**src/rtl/exc_pkg.sv**
```systemverilog
// Exception controller shared types: FSM states, cause codes,
// pending-bit indices and cause/priority helpers.
package exc_pkg;

  typedef enum logic [1:0] {
    S_IDLE,
    S_REQ,
    S_HANDLER
  } state_t;

  localparam logic [3:0] CAUSE_NONE    = 4'b0000;
  localparam logic [3:0] CAUSE_ILLEGAL = 4'b0001;
  localparam logic [3:0] CAUSE_TIMER   = 4'b0010;
  localparam logic [3:0] CAUSE_IRQ0    = 4'b0011;
  localparam logic [3:0] CAUSE_IRQ1    = 4'b0100;

  localparam int PEND_ILLEGAL = 0;
  localparam int PEND_TIMER   = 1;
  localparam int PEND_IRQ0    = 2;
  localparam int PEND_IRQ1    = 3;

  // Highest-priority pending cause: illegal > timer > irq0 > irq1.
  function automatic logic [3:0] top_cause(input logic [3:0] p);
    logic [3:0] c;
    c = CAUSE_NONE;
    if (p[PEND_ILLEGAL])
      c = CAUSE_ILLEGAL;
    else if (p[PEND_TIMER])
      c = CAUSE_TIMER;
    else if (p[PEND_IRQ0])
      c = CAUSE_IRQ0;
    else if (p[PEND_IRQ1])
      c = CAUSE_IRQ1;
    return c;
  endfunction

  // One-hot pending mask for a cause code.
  function automatic logic [3:0] cause_mask(input logic [3:0] c);
    logic [3:0] m;
    m = 4'b0000;
    case (c)
      CAUSE_ILLEGAL: m[PEND_ILLEGAL] = 1'b1;
      CAUSE_TIMER:   m[PEND_TIMER]   = 1'b1;
      CAUSE_IRQ0:    m[PEND_IRQ0]    = 1'b1;
      CAUSE_IRQ1:    m[PEND_IRQ1]    = 1'b1;
      default:       m = 4'b0000;
    endcase
    return m;
  endfunction

endpackage

```
**src/rtl/exc_timer.sv**
```systemverilog
// Periodic event timer: one tick every timer_period cycles while enabled.
// Ports: clk, reset (async low), timer_en, timer_period, tick.
module exc_timer #(
  parameter int TW = 16
) (
  input  logic          clk,
  input  logic          reset,
  input  logic          timer_en,
  input  logic [TW-1:0] timer_period,
  output logic          tick
);

  logic [TW-1:0] cnt;
  logic          run;

  assign run  = timer_en && (timer_period != '0);
  assign tick = run && (cnt == TW'(1));

  // A zero count while running only happens straight after reset,
  // so it is treated as a load rather than wrapping.
  always_ff @(posedge clk or negedge reset) begin
    if (!reset)
      cnt <= '0;
    else if (!run || tick || cnt == '0)
      cnt <= timer_period;
    else
      cnt <= cnt - 1'b1;
  end

endmodule

```
**src/rtl/exc_ctrl.sv**
```systemverilog
// Exception controller: pending/priority logic and IDLE/REQ/HANDLER FSM.
// Ports: clk, reset, ext_irq, illegal_instr, timer_*, ExcAck, ERet -> Exc, EStatus, in_handler, pending, lost_event.
module exc_ctrl
  import exc_pkg::*;
#(
  parameter int TW = 16
) (
  input  logic          clk,
  input  logic          reset,
  input  logic [1:0]    ext_irq,
  input  logic          illegal_instr,
  input  logic          timer_en,
  input  logic [TW-1:0] timer_period,
  input  logic          ExcAck,
  input  logic          ERet,
  output logic          Exc,
  output logic [3:0]    EStatus,
  output logic          in_handler,
  output logic [3:0]    pending,
  output logic          lost_event
);

  state_t     state;
  state_t     state_nx;
  logic [3:0] cause;
  logic [1:0] irq_s1;
  logic [1:0] irq_s2;
  logic [1:0] irq_q;
  logic [1:0] irq_rise;
  logic       tick;
  logic [3:0] ev;
  logic [3:0] clr;

  exc_timer #(.TW(TW)) u_timer (
    .clk          (clk),
    .reset        (reset),
    .timer_en     (timer_en),
    .timer_period (timer_period),
    .tick         (tick)
  );

  always_ff @(posedge clk or negedge reset) begin
    if (!reset) begin
      irq_s1 <= '0;
      irq_s2 <= '0;
      irq_q  <= '0;
    end else begin
      irq_s1 <= ext_irq;
      irq_s2 <= irq_s1;
      irq_q  <= irq_s2;
    end
  end

  assign irq_rise = irq_s2 & ~irq_q;

  always_comb begin
    ev = '0;
    ev[PEND_ILLEGAL] = illegal_instr;
    ev[PEND_TIMER]   = tick;
    ev[PEND_IRQ0]    = irq_rise[0];
    ev[PEND_IRQ1]    = irq_rise[1];
  end

  assign clr = (state == S_REQ && ExcAck) ? cause_mask(cause) : 4'b0000;

  // Set beats clear; a set onto a bit that stays set is a lost event.
  always_ff @(posedge clk or negedge reset) begin
    if (!reset) begin
      pending    <= '0;
      lost_event <= 1'b0;
    end else begin
      pending    <= (pending & ~clr) | ev;
      lost_event <= lost_event | (|(ev & pending & ~clr));
    end
  end

  always_ff @(posedge clk or negedge reset) begin
    if (!reset)
      state <= S_IDLE;
    else
      state <= state_nx;
  end

  always_comb begin
    state_nx = state;
    case (state)
      S_IDLE:    if (|pending) state_nx = S_REQ;
      S_REQ:     if (ExcAck)   state_nx = S_HANDLER;
      S_HANDLER: if (ERet)     state_nx = S_IDLE;
      default:   state_nx = S_IDLE;
    endcase
  end

  // Cause is captured when leaving IDLE and held until ERet.
  always_ff @(posedge clk or negedge reset) begin
    if (!reset)
      cause <= CAUSE_NONE;
    else if (state == S_IDLE && |pending)
      cause <= top_cause(pending);
    else if (state == S_HANDLER && ERet)
      cause <= CAUSE_NONE;
  end

  always_comb begin
    Exc        = (state == S_REQ);
    in_handler = (state == S_HANDLER);
    EStatus    = cause;
  end

endmodule
```
**config.mk**
```make
export PLATFORM = sky130hd
export DESIGN_NAME = exc_ctrl
export DESIGN_NICKNAME = d
export VERILOG_FILES = /design/src/rtl/exc_pkg.sv /design/src/rtl/exc_timer.sv /design/src/rtl/exc_ctrl.sv
export SDC_FILE = /design/constraint.sdc
export NUM_CORES = 1
export LEC_CHECK = 0
export BUFFER_PORTS_ARGS = -buffer_cell sky130_fd_sc_hd__buf_2
export CELL_PAD_IN_SITES_DETAIL_PLACEMENT = 0
export CELL_PAD_IN_SITES_GLOBAL_PLACEMENT = 1
export CORE_ASPECT_RATIO = 1.75
export CORE_UTILIZATION = 36
export CTS_CLUSTER_DIAMETER = 50
export DETAILED_ROUTE_END_ITERATION = 10
export PLACE_DENSITY_LB_ADDON = 0.1
export SETUP_SLACK_MARGIN = 0.02
export SYNTH_ARGS = -nofsm -noshare
export SYNTH_HDL_FRONTEND = slang
export SYNTH_SLANG_ARGS = --single-unit
```
**constraint.sdc**
```tcl
create_clock -name clk -period 2.03 [get_ports clk]
set_input_delay 0.3045 -clock clk [delete_from_list [all_inputs] [get_ports clk]]
set_output_delay 0.3045 -clock clk [all_outputs]
set_load 0.005 [all_outputs]
```
Word-level counts from Yosys, hierarchy flattened --
Cells that the tools add are included. Widths: inputs -> output; s select.
Word-level totals: logic and storage cells 58, input bits 24, bits in latches 0, memory bits (read-only) 0, RAM bits 0, memories kept 0, output and inout bits 11, register bits after elaboration 33
Cells by class: $add $sub $neg 1, divide/modulo/power cells 0, reductions and logical operators 15, equal/unequal tests 10, multiply operators 0, shifts and indexed selects 0, magnitude comparators 0, muxes and demuxes 16, bitwise gates (word level) 8
Operators by type and width (count):
- $eq 16x1->1 const B | 1
- $logic_not 16->1 | 1
- $mux 16 | 1
- $reduce_bool 16->1 | 1
- $sub 16x1->16 const B | 1
- $and 4x4->4 | 3
- $mux 3 | 4
- $mux 4 | 3
- $eq 4x2->1 const B | 2
- $reduce_or 4->1 | 2
- $mux 2 | 3
- $ne 2x2->1 const B | 3
- $pmux 2 s3 | 1
- $logic_and 1x1->1 | 5
- $eq 4x1->1 const B | 1
- $eq 4x3->1 const B | 1
- $mux 1 | 4
- $not 4->4 | 1
- $or 4x4->4 | 1
- $reduce_and 3->1 | 1
- $and 2x2->2 | 1
- $eq 2x1->1 const B | 1
- $eq 2x2->1 const B | 1
- $logic_not 2->1 | 1
- other kinds (5) | 6

Depth between registers and ports, before layout --
Gate-level depths: netlist (run 1).
word-level depth 7, depth in mapped cells 7, depth with buffers taken out 6

Hierarchy --
Synthesis (run 1) repeated with hierarchy kept, for this count alone.
Second synthesis, totals: cells, all modules 159, area, all modules 1692.9 um^2
By module, submodules not included:
- exc_timer | area an instance 1016.0 um^2, cells an instance 103, sequential area each 400.4 um^2, times used 1
- exc_ctrl | area an instance 676.9 um^2, cells an instance 56, sequential area each 400.4 um^2, times used 1

Least setup slack after synthesis (run 1) --
No wires, ideal clock.
path kind register -> register, start point register u_timer.cnt[6], end point register u_timer.cnt[10], setup slack 0.107 ns, cell stages (with the launch flop) 6, setup time 0.126 ns, data arrival time 1.797 ns, period minus slack after synthesis 1.923 ns, buffers on the path 1, cells stage by stage dfrtp_1 > or4_4 > nand2b_4 > o41ai_4 > buf_4 > o21ai_0
Between the ends: longest elaborated chain between the ends 5, elaborated cells between the ends (all ways) 7
Ends and longest elaborated chain:
- start: declaration | line exc_timer.sv:13 | logic [TW-1:0] cnt;
- start signal: assignment | line exc_timer.sv:25 | cnt <= timer_period;
- start signal: assignment | line exc_timer.sv:27 | cnt <= cnt - 1'b1;
- branches (longest 4 deep; another with $sub 16x1->16)
- $mux 16 * | line exc_timer.sv:24 | else if (!run || tick || cnt == '0)
Mark *: on every way between the ends. A chain may end at the register's enable or synchronous reset.

Worst setup path after layout (run 1) --
start point register u_timer.cnt[5], end point register u_timer.cnt[12]
Same word-level chain as after synthesis.

==> results of run 1 <==
==> stage by stage <==
| step | power [W] | area (sq um) | utilization, % | cells | setup slack [ps] |
|---|---|---|---|---|---|
| finish | 0.001734 | 1929 | 46.06 | 255 | 120.2 |
| global placement | 0.001241 | 1812 | 43.25 | 244 | 112.9 |
| detailed placement | 0.001253 | 1812 | 43.25 | 244 | 75.44 |
| floorplan | 0.001082 | 1589 | - | 163 | 106.8 |
| global route | 0.001851 | 1929 | 46.06 | 255 | 34.94 |
| CTS | 0.001748 | 1902 | 45.40 | 252 | 63.82 |
==> sequential cells by signal, summed over array words and instances, names as in the netlist <==
| register | flops |
|---|---|
| irq_q | 2 |
| EStatus | 3 |
| irq_s1 | 2 |
| pending | 4 |
| u_timer.cnt | 16 |
| lost_event | 1 |
| state | 2 |
| irq_s2 | 2 |
==> worst max-delay path by stage <==
stage | slack [ps] | depth (start not counted) | start | end
after global placement | 110 | 6 | u_timer.cnt[7] | u_timer.cnt[11]
after detailed placement | 80 | 6 | u_timer.cnt[5] | u_timer.cnt[5]
after CTS | 60 | 6 | u_timer.cnt[5] | u_timer.cnt[5]
after global routing | 30 | 7 | u_timer.cnt[7] | u_timer.cnt[13]
final | 120 | 7 | u_timer.cnt[5] | u_timer.cnt[12]
after floorplan | 110 | 5 | u_timer.cnt[6] | u_timer.cnt[10]
==> routing by layer <==
layer / vias up / GRT usage (%) / routed length (microns)
met3: 6 / 4.061 / 140
met1: 634 / 17.74 / 1321
met5: - / 0 / 0
li1: 640 / - / -
met4: 0 / 7.237 / 70
met2: 34 / 32.37 / 2092
==> repair_timing <==
item / CTS / global route
gates resized for setup: 0 / 4
buffers inserted: 0 / 1
hold endpoints to repair: 0 / 0
endpoints found under the setup margin: 0 / 11
==> cells by family (layout without fill, tap and decap cells) <==
| kind of cell | count (synthesis) | after routing |
|---|---|---|
| adder cells (fa/ha/maj) | 2 | 2 |
| buffers and inverters | 14 | 57 |
| AND/OR/NAND/NOR | 69 | 69 |
| XOR/XNOR | 14 | 14 |
| AO/OA/AOI/OAI | 31 | 31 |
| other | 1 | 1 |
| flip-flops | 32 | 32 |
==> worst max-delay path: stages (launching register included) <==
cell	delay [ps]
dfrtp_1	430
or4_4	520
nand2b_4	190
o41ai_4	200
buf_4	190
buf_4	160
nand2_1	70
o21ai_0	70
==> Yosys cell counts, types with 3 or more instances <==
library cell | instances | area (sq um)
inv_1 | 7 | 26.28
nor3_1 | 10 | 50.05
nand3b_1 | 3 | 22.52
nand2_1 | 27 | 101.4
o21ai_0 | 19 | 95.09
nor2_1 | 10 | 37.54
xnor2_1 | 12 | 105.1
nor4_1 | 6 | 37.54
dfrtp_1 | 32 | 800.8
nand2b_1 | 3 | 18.77
clkbuf_1 | 3 | 11.26
==> where the power goes <==
group          internal, W  total (W)  switching, W
logic             0.000192   0.000380      0.000188
registers         0.000729   0.000868      0.000138
clock network     0.000276   0.000487      0.000211
total              0.00120    0.00173      0.000537
==> cell type report <==
class / instances / area share (%)
Clock buffer: 8 / 4.669
Inverter: 7 / 1.362
Multi-Input combinational cell: 117 / 36.96
Sequential cell: 32 / 41.50
Tap cell: 49 / 3.178
Timing Repair Buffer: 42 / 12.32
==> results.py, run 1 <==
metrics = {
    "clock_tree": {
        "cts_buffers": 5,
        "cts_tree": "built",
        "clock_sinks": 32,
        "cts_root_buffer": "clkbuf_8",
        "cts_hold_buffers": 0,
        "clk-insertion-delay-late_ps": 280,
        "cts_max_level": 2,
        "path_clk_slew_ps": 60,
        "clock_path_buffers": 2,
    },
    "routing": {
        "num_vias": 1314,
        "drt-initial-drc-count": 30,
        "first_pass_iters": 4,
        "drc": 0,
        "ant_nets": 0,
        "wirelength_microns": 3625,
        "via_per_inst": 5.153,
        "avgRoutedWirePerCell_microns": 14.22,
    },
    "critical_path": {
        "worstPathMaxFanout": 10,
        "crit_type": "register to register",
        "cp.arrival_ps": 2110,
        "cp-start-kind": "register",
        "regToRegSetupSlack_ps": 120,
        "required_ps": 2230,
        "crit_path_end_kind": "register",
        "r2r.worst_path.cells": 7,
        "rr_endpoint": "u_timer.cnt[12]",
        "r2r-start": "u_timer.cnt[5]",
    },
    "sta": {
        "skew_ps": 5.063,
        "fin_hold_ws_ps": 69.47,
        "report.final.slew_viol_count": 0,
        "worstMarginPinSlew_ps": 689.1,
        "final.setup.tns_ps": 0,
        "period_share_pct": 94.08,
        "clock.fmax_mhz": 523.6,
        "relSlewSlack_pct": 54.06,
        "hold_viol_final": 0,
        "setup_violations": 0,
        "fin_crit_ps": 1910,
        "grt_setup_unrepaired": "no",
    },
    "global_route": {
        "grtUsageTotal_pct": 17.55,
        "antenna_found_initial": 0,
        "grt_pass1_vias": 1358,
        "grt_max_degree": 33,
        "overflow": 0,
        "grt_pass1_wl_microns": 6044,
    },
    "power_and_ir_drop": {
        "vdd_ir_drop_max_mv": 0.3838,
        "powerDensity_mw_per_mm2": 898.7,
        "p_leak_nw": 0.8445,
    },
    "floorplan": {
        "fp.dieH_microns": 89.89,
        "num_rows": 31,
        "die_w_microns": 52.22,
        "core_sq_mm": 0.004189,
        "io_pins": 35,
        "start_util_pct": 37.93,
        "die_area_sq_mm": 0.004694,
    },
    "logic_synthesis": {
        "synth_simple_gate_area_share_pct": 22.13,
        "yosys.area_share.adder_pct": 1.575,
        "synth_compound_area_share_pct": 13.23,
        "synth_warnings": 0,
        "synth-xor-area-share_pct": 7.717,
        "synthCells": 163,
        "avgSynthCellArea_sq_um": 9.749,
        "yosys_most_used_dff": "dfrtp_1",
        "mappedNetlistNets": 189,
        "synth_seq_cells": 32,
        "synth-async-reset-ratio_pct": 100.0,
        "synth_mux_area_share_pct": 0,
        "syn_area_sq_mm": 0.001589,
        "yosysSeqAreaShare_pct": 50.39,
        "synth_top_family_by_area": "simple AND/OR/NAND/NOR gates",
        "synth_edf_count": 0,
        "yosysUniqueCellTypes": 35,
    },
    "outcome": {
        "status": "finished clean",
    },
    "placement": {
        "hpwl_microns": 2763,
        "place.gp.congestion": 0.6978,
        "io_buffers": 33,
    },
    "hold_path": {
        "hp-class": "primary input to asynchronous set/reset pin",
    },
    "cells_and_area": {
        "regArea_sq_um": 800.8,
        "layout-drive-gt1-share_pct": 25.24,
        "areaGrowthSynthToFinish_pct": 21.42,
        "layout_common_cells": "buf_2 (34), dfrtp_1 (32), nand2_1 (27)",
        "diodes": 0,
        "final_common_cell": "buf_2",
        "fill_cells": 432,
        "multi_input_area_sq_um": 713.2,
        "final_nets": 231,
    },
    "run": {
        "maxCapViolCount": 0,
    },
}
No activity file was read; power rests on OpenSTA's default activity.
==> inputs of run 2 (changes only) <==
CORE_ASPECT_RATIO = 1.4   (was 1.75)
==> run 2 against run 1 <==
Effect of this change:
- flip-flop and latch count unchanged
- cell area is 2.8% higher
- non-clock buffer count grew 1
- largest cell class unchanged
- utilization grew 0.73 points
- routed wire length decreased by 4.7%
- critical path depth is 1 lower
- worst setup slack lost 20 ps
- cell count increased by 4.7%
- register-to-register slack got worse by 20 ps
- clock power is 25% higher
- hold slack lost 5.4 ps
- critical endpoint is now u_timer.cnt[15]
- maximum frequency down 1.1%
==> results.py, run 2 (synthesis gave the netlist of run 1 again) <==
metrics = {
    "outcome": {
        "status": "finished clean",
    },
    "cells_and_area": {
        "layoutNonFillerInstCount": 267,
        "layout-drive-gt1-share_pct": 27.54,
        "areaGrowthSynthToFinish_pct": 24.80,
        "largest-register": "u_timer.cnt",
        "stdcell_area_sq_mm": 0.001983,
        "final_common_cell": "buf_2",
        "layout_common_cells": "buf_2 (34), dfrtp_1 (32), nand2_1 (27)",
        "final_nets": 232,
        "diodes": 0,
        "largest_reg_flops": 16,
    },
    "floorplan": {
        "core_sq_mm": 0.004239,
        "io_pins": 35,
        "die_w_microns": 58.15,
        "num_rows": 28,
        "start_util_pct": 37.49,
        "die_area_sq_mm": 0.004687,
        "fp.dieH_microns": 80.61,
    },
    "power_and_ir_drop": {
        "p_leak_nw": 0.8591,
        "sequentialPowerShare_pct": 46.6,
        "power_switching_w": 0.0005656,
        "pwr-share-clk_pct": 32.7,
        "p_int_w": 0.001288,
        "power_frac_comb_pct": 20.7,
        "powerDensity_mw_per_mm2": 934.8,
        "p_sw_share_pct": 30.51,
        "vdd_ir_drop_max_mv": 0.4320,
    },
    "placement": {
        "hpwl_microns": 2511,
        "place.gp.congestion": 0.7816,
        "place_area_sq_mm": 0.001810,
        "dp_cells": 253,
        "io_buffers": 33,
    },
    "sta": {
        "hold_viol_final": 0,
        "final.setup.tns_ps": 0,
        "worstMarginPinSlew_ps": 704.4,
        "fin_crit_ps": 1930,
        "grt_setup_unrepaired": "no",
        "relSlewSlack_pct": 53.04,
        "period_share_pct": 95.09,
        "setup_violations": 0,
        "report.final.slew_viol_count": 0,
        "clock.fmax_mhz": 518.1,
        "skew_ps": 3.963,
    },
    "global_route": {
        "grtUsageTotal_pct": 16.03,
        "grt_max_degree": 33,
        "overflow": 0,
        "grt_pass1_wl_microns": 5589,
        "antenna_found_initial": 0,
        "grt_pass1_vias": 1233,
    },
    "routing": {
        "drt-initial-drc-count": 30,
        "via_per_inst": 4.884,
        "num_vias": 1304,
        "wirelength_microns": 3454,
        "avgRoutedWirePerCell_microns": 12.94,
        "drc": 0,
        "ant_nets": 0,
        "first_pass_iters": 3,
    },
    "critical_path": {
        "worstPathMaxFanout": 5,
        "cp.arrival_ps": 2130,
        "regToRegSetupSlack_ps": 100,
        "crit_type": "register to register",
        "crit_path_end_kind": "register",
        "required_ps": 2230,
        "cp-start-kind": "register",
    },
    "clock_tree": {
        "cts_buffers": 5,
        "clock_sinks": 32,
        "clk-insertion-delay-late_ps": 280,
        "cts_root_buffer": "clkbuf_8",
        "cts_max_level": 2,
        "path_clk_slew_ps": 70,
        "cts_tree": "built",
        "clock_path_buffers": 2,
    },
    "hold_path": {
        "hp-class": "primary input to asynchronous set/reset pin",
    },
    "run": {
        "maxCapViolCount": 0,
    },
}
run 2: area by class of cell:
class | instances | area [sq um]
fill | 420 | 2256
sequential | 32 | 800.8
multi-input combinational | 117 | 724.4
timing repair buffer | 43 | 245.2
tap | 60 | 75.07
clock buffer | 5 | 68.82
clock inverter | 3 | 42.54
inverter | 7 | 26.28
run 2: critical path, stage by stage (launching register included):
cell and delay, ps:
dfrtp_1 380, or4_4 550, nand2b_4 190, o41ai_4 370, buf_2 240, nand2_1 60, o21ai_0 70
run 2: final timing paths:
check                                from              end  cells after the start
max in group asynchronous           reset         state[1]                      1
min reg2reg                     irq_s1[1]        irq_s2[1]                      0
min in group clk               ext_irq[1]        irq_s1[1]                      1
max reg2reg                u_timer.cnt[6]  u_timer.cnt[15]                      6
max                        u_timer.cnt[6]  u_timer.cnt[15]                      6
min                                 reset       pending[0]                      1
run 2: stage by stage:
stage	hold WS [ps]	power, W	util (%)	setup slack (ps)
after floorplan	8.909	0.001082	-	106.8
after global placement	333.6	0.001227	42.71	122.6
after detailed placement	336.4	0.001241	42.71	73.12
after CTS	93.75	0.001848	45.34	60.37
after global routing	107.8	0.001971	46.78	38.93
final	64.11	0.001854	46.78	99.75
run 2: power groups by stage:
stage                     clock, W  combinational [W]  sequential [W]
after floorplan                  0           0.000267        0.000815
after global placement           0           0.000356        0.000871
after detailed placement         0           0.000364        0.000877
after CTS                 0.000616           0.000366        0.000866
after global routing      0.000653           0.000434        0.000885
final                     0.000607           0.000383        0.000864
run 2: routing by layer:
| metal | routed length, microns | share of wire (%) | global-route usage [%] | up-vias |
|---|---|---|---|---|
| met5 | 0 | 0 | 0 | - |
| met3 | 124 | 3.6 | 3.865 | 5 |
| met2 | 1848 | 54 | 27.47 | 28 |
| li1 | - | - | - | 645 |
| met4 | 62 | 1.8 | 7.143 | 0 |
| met1 | 1419 | 41 | 18.64 | 626 |
run 2: repair_timing:
action,4_1_cts,5_1_grt
endpoints found under the setup margin,0,13
buffers inserted,0,3
hold buffers,0,0
resized for setup,0,8
==> inputs of run 3 (changes only) <==
CORE_UTILIZATION = 38   (was 36)
GPL_TIMING_DRIVEN = 0   (was not set)
SYNTH_HIERARCHICAL = 1   (was not set)
==> run 3 against run 2 <==
Effect of this change:
- register-to-register slack improved by 40 ps
- routed wire length increased by 1.5%
- utilization up 1.1 points
- sequential power down 3.7%
- via count shrank 1.5%
- hold slack gained 12 ps
- count of clock-buffer cells in the layout grew 2
- global-route usage grew 0.46 points
- clock power decreased by 15%
- clock skew rose by 0.74 ps
- sequential share of layout area shrank 0.92 points
- cell area up 2.3%
- critical path type unchanged
- critical endpoint is now u_timer/cnt[6]
==> results.py, run 3 <==
metrics = {
    "floorplan": {
        "core_sq_mm": 0.004239,
        "num_rows": 28,
        "die_area_sq_mm": 0.004730,
        "die_w_microns": 58.41,
        "io_pins": 35,
        "start_util_pct": 39.94,
        "fp.dieH_microns": 80.98,
    },
    "logic_synthesis": {
        "ys_top_cells_by_area": "dfrtp_1 (47%), o21ai_2 (7.8%), xnor2_1 (5.7%)",
        "synthTopCellsByCount": "dfrtp_1 (32), nand2_1 (20), o21ai_2 (15)",
        "avgSynthCellArea_sq_um": 10.65,
        "synth_seq_cells": 32,
        "mappedNetlistNets": 186,
        "synth_warnings": 6,
        "synthCells": 159,
        "yosys.area.top_type_share_pct": 47.30,
        "synth.most_common_cell": "dfrtp_1",
        "yosysSeqAreaShare_pct": 47.30,
        "yosysUniqueCellTypes": 42,
        "syn_area_sq_mm": 0.001693,
        "synth_edf_count": 0,
        "synth-async-reset-ratio_pct": 100.0,
        "yosysTopAreaCell": "dfrtp_1",
        "yosys_most_used_dff": "dfrtp_1",
    },
    "cells_and_area": {
        "layout-drive-gt1-share_pct": 35.18,
        "largest_reg_flops": 16,
        "final_nets": 226,
        "layout_common_cells": "buf_2 (34), dfrtp_1 (32), nand2_1 (20)",
        "final_common_cell": "buf_2",
        "stdcell_area_sq_mm": 0.002029,
        "fill_cells": 429,
        "diodes": 0,
        "areaGrowthSynthToFinish_pct": 19.88,
        "largest-register": "u_timer/cnt",
    },
    "sta": {
        "report.final.slew_viol_count": 0,
        "worstMarginPinSlew_ps": 711.7,
        "grt_setup_unrepaired": "no",
        "clock.fmax_mhz": 528.0,
        "hold_viol_final": 0,
        "final.setup.tns_ps": 0,
        "setup_violations": 0,
        "fin_crit_ps": 1894,
        "period_share_pct": 93.30,
        "relSlewSlack_pct": 52.55,
        "skew_ps": 4.708,
        "fin_ws_ps": 136.0,
    },
    "critical_path": {
        "crit_type": "register to register",
        "cp.arrival_ps": 2060,
        "required_ps": 2190,
        "cp-start-kind": "register",
        "worstPathMaxFanout": 10,
        "crit_path_end_kind": "register",
    },
    "routing": {
        "met1Wirelength_microns": 1659,
        "met3_length_microns": 156,
        "drc": 0,
        "avgRoutedWirePerCell_microns": 13.53,
        "first_pass_iters": 4,
        "num_vias": 1284,
        "top_layer": "met4",
        "via_per_inst": 4.958,
        "met2_length_microns": 1667,
        "ant_nets": 0,
        "wirelength_microns": 3505,
        "drt-initial-drc-count": 34,
    },
    "clock_tree": {
        "clock_path_buffers": 2,
        "cts_tree": "built",
        "clk-insertion-delay-late_ps": 270,
        "cts_hold_buffers": 0,
        "cts_root_buffer": "clkbuf_8",
        "cts_resized": 0,
        "path_clk_slew_ps": 60,
        "cts_max_level": 2,
        "cts_buffers": 5,
        "postCtsSetupBuffers": 0,
        "clock_sinks": 32,
    },
    "power_and_ir_drop": {
        "vdd_ir_drop_max_mv": 0.2921,
        "powerDensity_mw_per_mm2": 897.9,
        "p_leak_nw": 0.8802,
    },
    "global_route": {
        "antenna_found_initial": 0,
        "grt_pass1_wl_microns": 5851,
        "grtUsageTotal_pct": 16.49,
        "overflow": 0,
        "grt_max_degree": 33,
        "grt_pass1_vias": 1275,
    },
    "placement": {
        "place.gp.congestion": 0.7888,
        "place_area_sq_mm": 0.001933,
        "io_buffers": 33,
        "place_ws_ps": 136.4,
        "hpwl_microns": 2662,
    },
    "run": {
        "maxCapViolCount": 0,
    },
    "hold_path": {
        "hp-class": "primary input to asynchronous set/reset pin",
    },
    "outcome": {
        "status": "finished clean",
    },
}
[run 3: changes by cell type in the layout (fill, tap and decap cells not counted), moves of 2 or more]
cell and delta:
clkbuf_8 +2, nor4_1 +2, buf_6 +2, and2_1 +2, o21ai_2 +15, o21ai_0 -17
a21o_1 +2, nand2_1 -7, nand2b_1 -3, nor3_1 -4, buf_4 -6
[run 3: logic make-up after synthesis]
logic type	after synthesis	share of synthesized area, %
compound gates	34	17.52
xor+xnor	13	6.726
fa+ha+maj	3	2.218
buf+inv	13	4.952
flops	32	47.30
other cells	1	0.2215
simple gates	63	21.06
[run 3: where the power goes]
group | switching (W) | total (W) | internal (W)
clock network | 0.000215 | 0.000517 | 0.000302
registers | 0.000103 | 0.000832 | 0.000729
logic | 0.000253 | 0.000474 | 0.000221
total | 0.000570 | 0.00182 | 0.00125
[run 3: final cells by class]
cell class	instances	area, sq um	area share [%]
multi-input combinational	114	808.3	39.83
sequential	32	800.8	39.46
timing repair buffer	33	165.2	8.138
clock buffer	7	96.34	4.747
tap	60	75.07	3.699
buffer	6	57.56	2.836
inverter	7	26.28	1.295
[run 3: metal layers]
metal | up-vias | track usage [%]
li1 | 644 | -
met1 | 610 | 20.75
met2 | 28 | 27.47
met3 | 2 | 3.981
met4 | 0 | 5.714
met5 | - | 0
[run 3: final timing paths]
path                                 from             end  slack (ps)  depth (start not counted)
min in group clk               ext_irq[0]       irq_s1[0]         140                          1
hold reg to reg                 irq_s1[1]       irq_s2[1]         350                          0
max in group asynchronous           reset  u_timer/cnt[1]        1500                          1
setup reg to reg           u_timer/cnt[4]  u_timer/cnt[6]         140                          5
hold / removal                      reset        state[0]          80                          1
setup / recovery           u_timer/cnt[4]  u_timer/cnt[6]         140                          5
[run 3: worst max-delay path, cell delays in order, from the launching register on]
cell and delay, ps:
dfrtp_1 460, nor4_4 440, nand4_2 220, o31ai_4 350
buf_6 240, o21ai_2 80
[run 3: stage by stage]
step,total power [W],std cells,hold slack (ps),util [%]
after CTS,0.001855,259,105.4,47.87
after detailed placement,0.001320,252,337.1,45.60
after floorplan,0.001150,159,8.909,-
after global placement,0.001305,252,337.1,45.60
final,0.001822,259,76.58,47.87
after global routing,0.001933,259,117.2,47.87
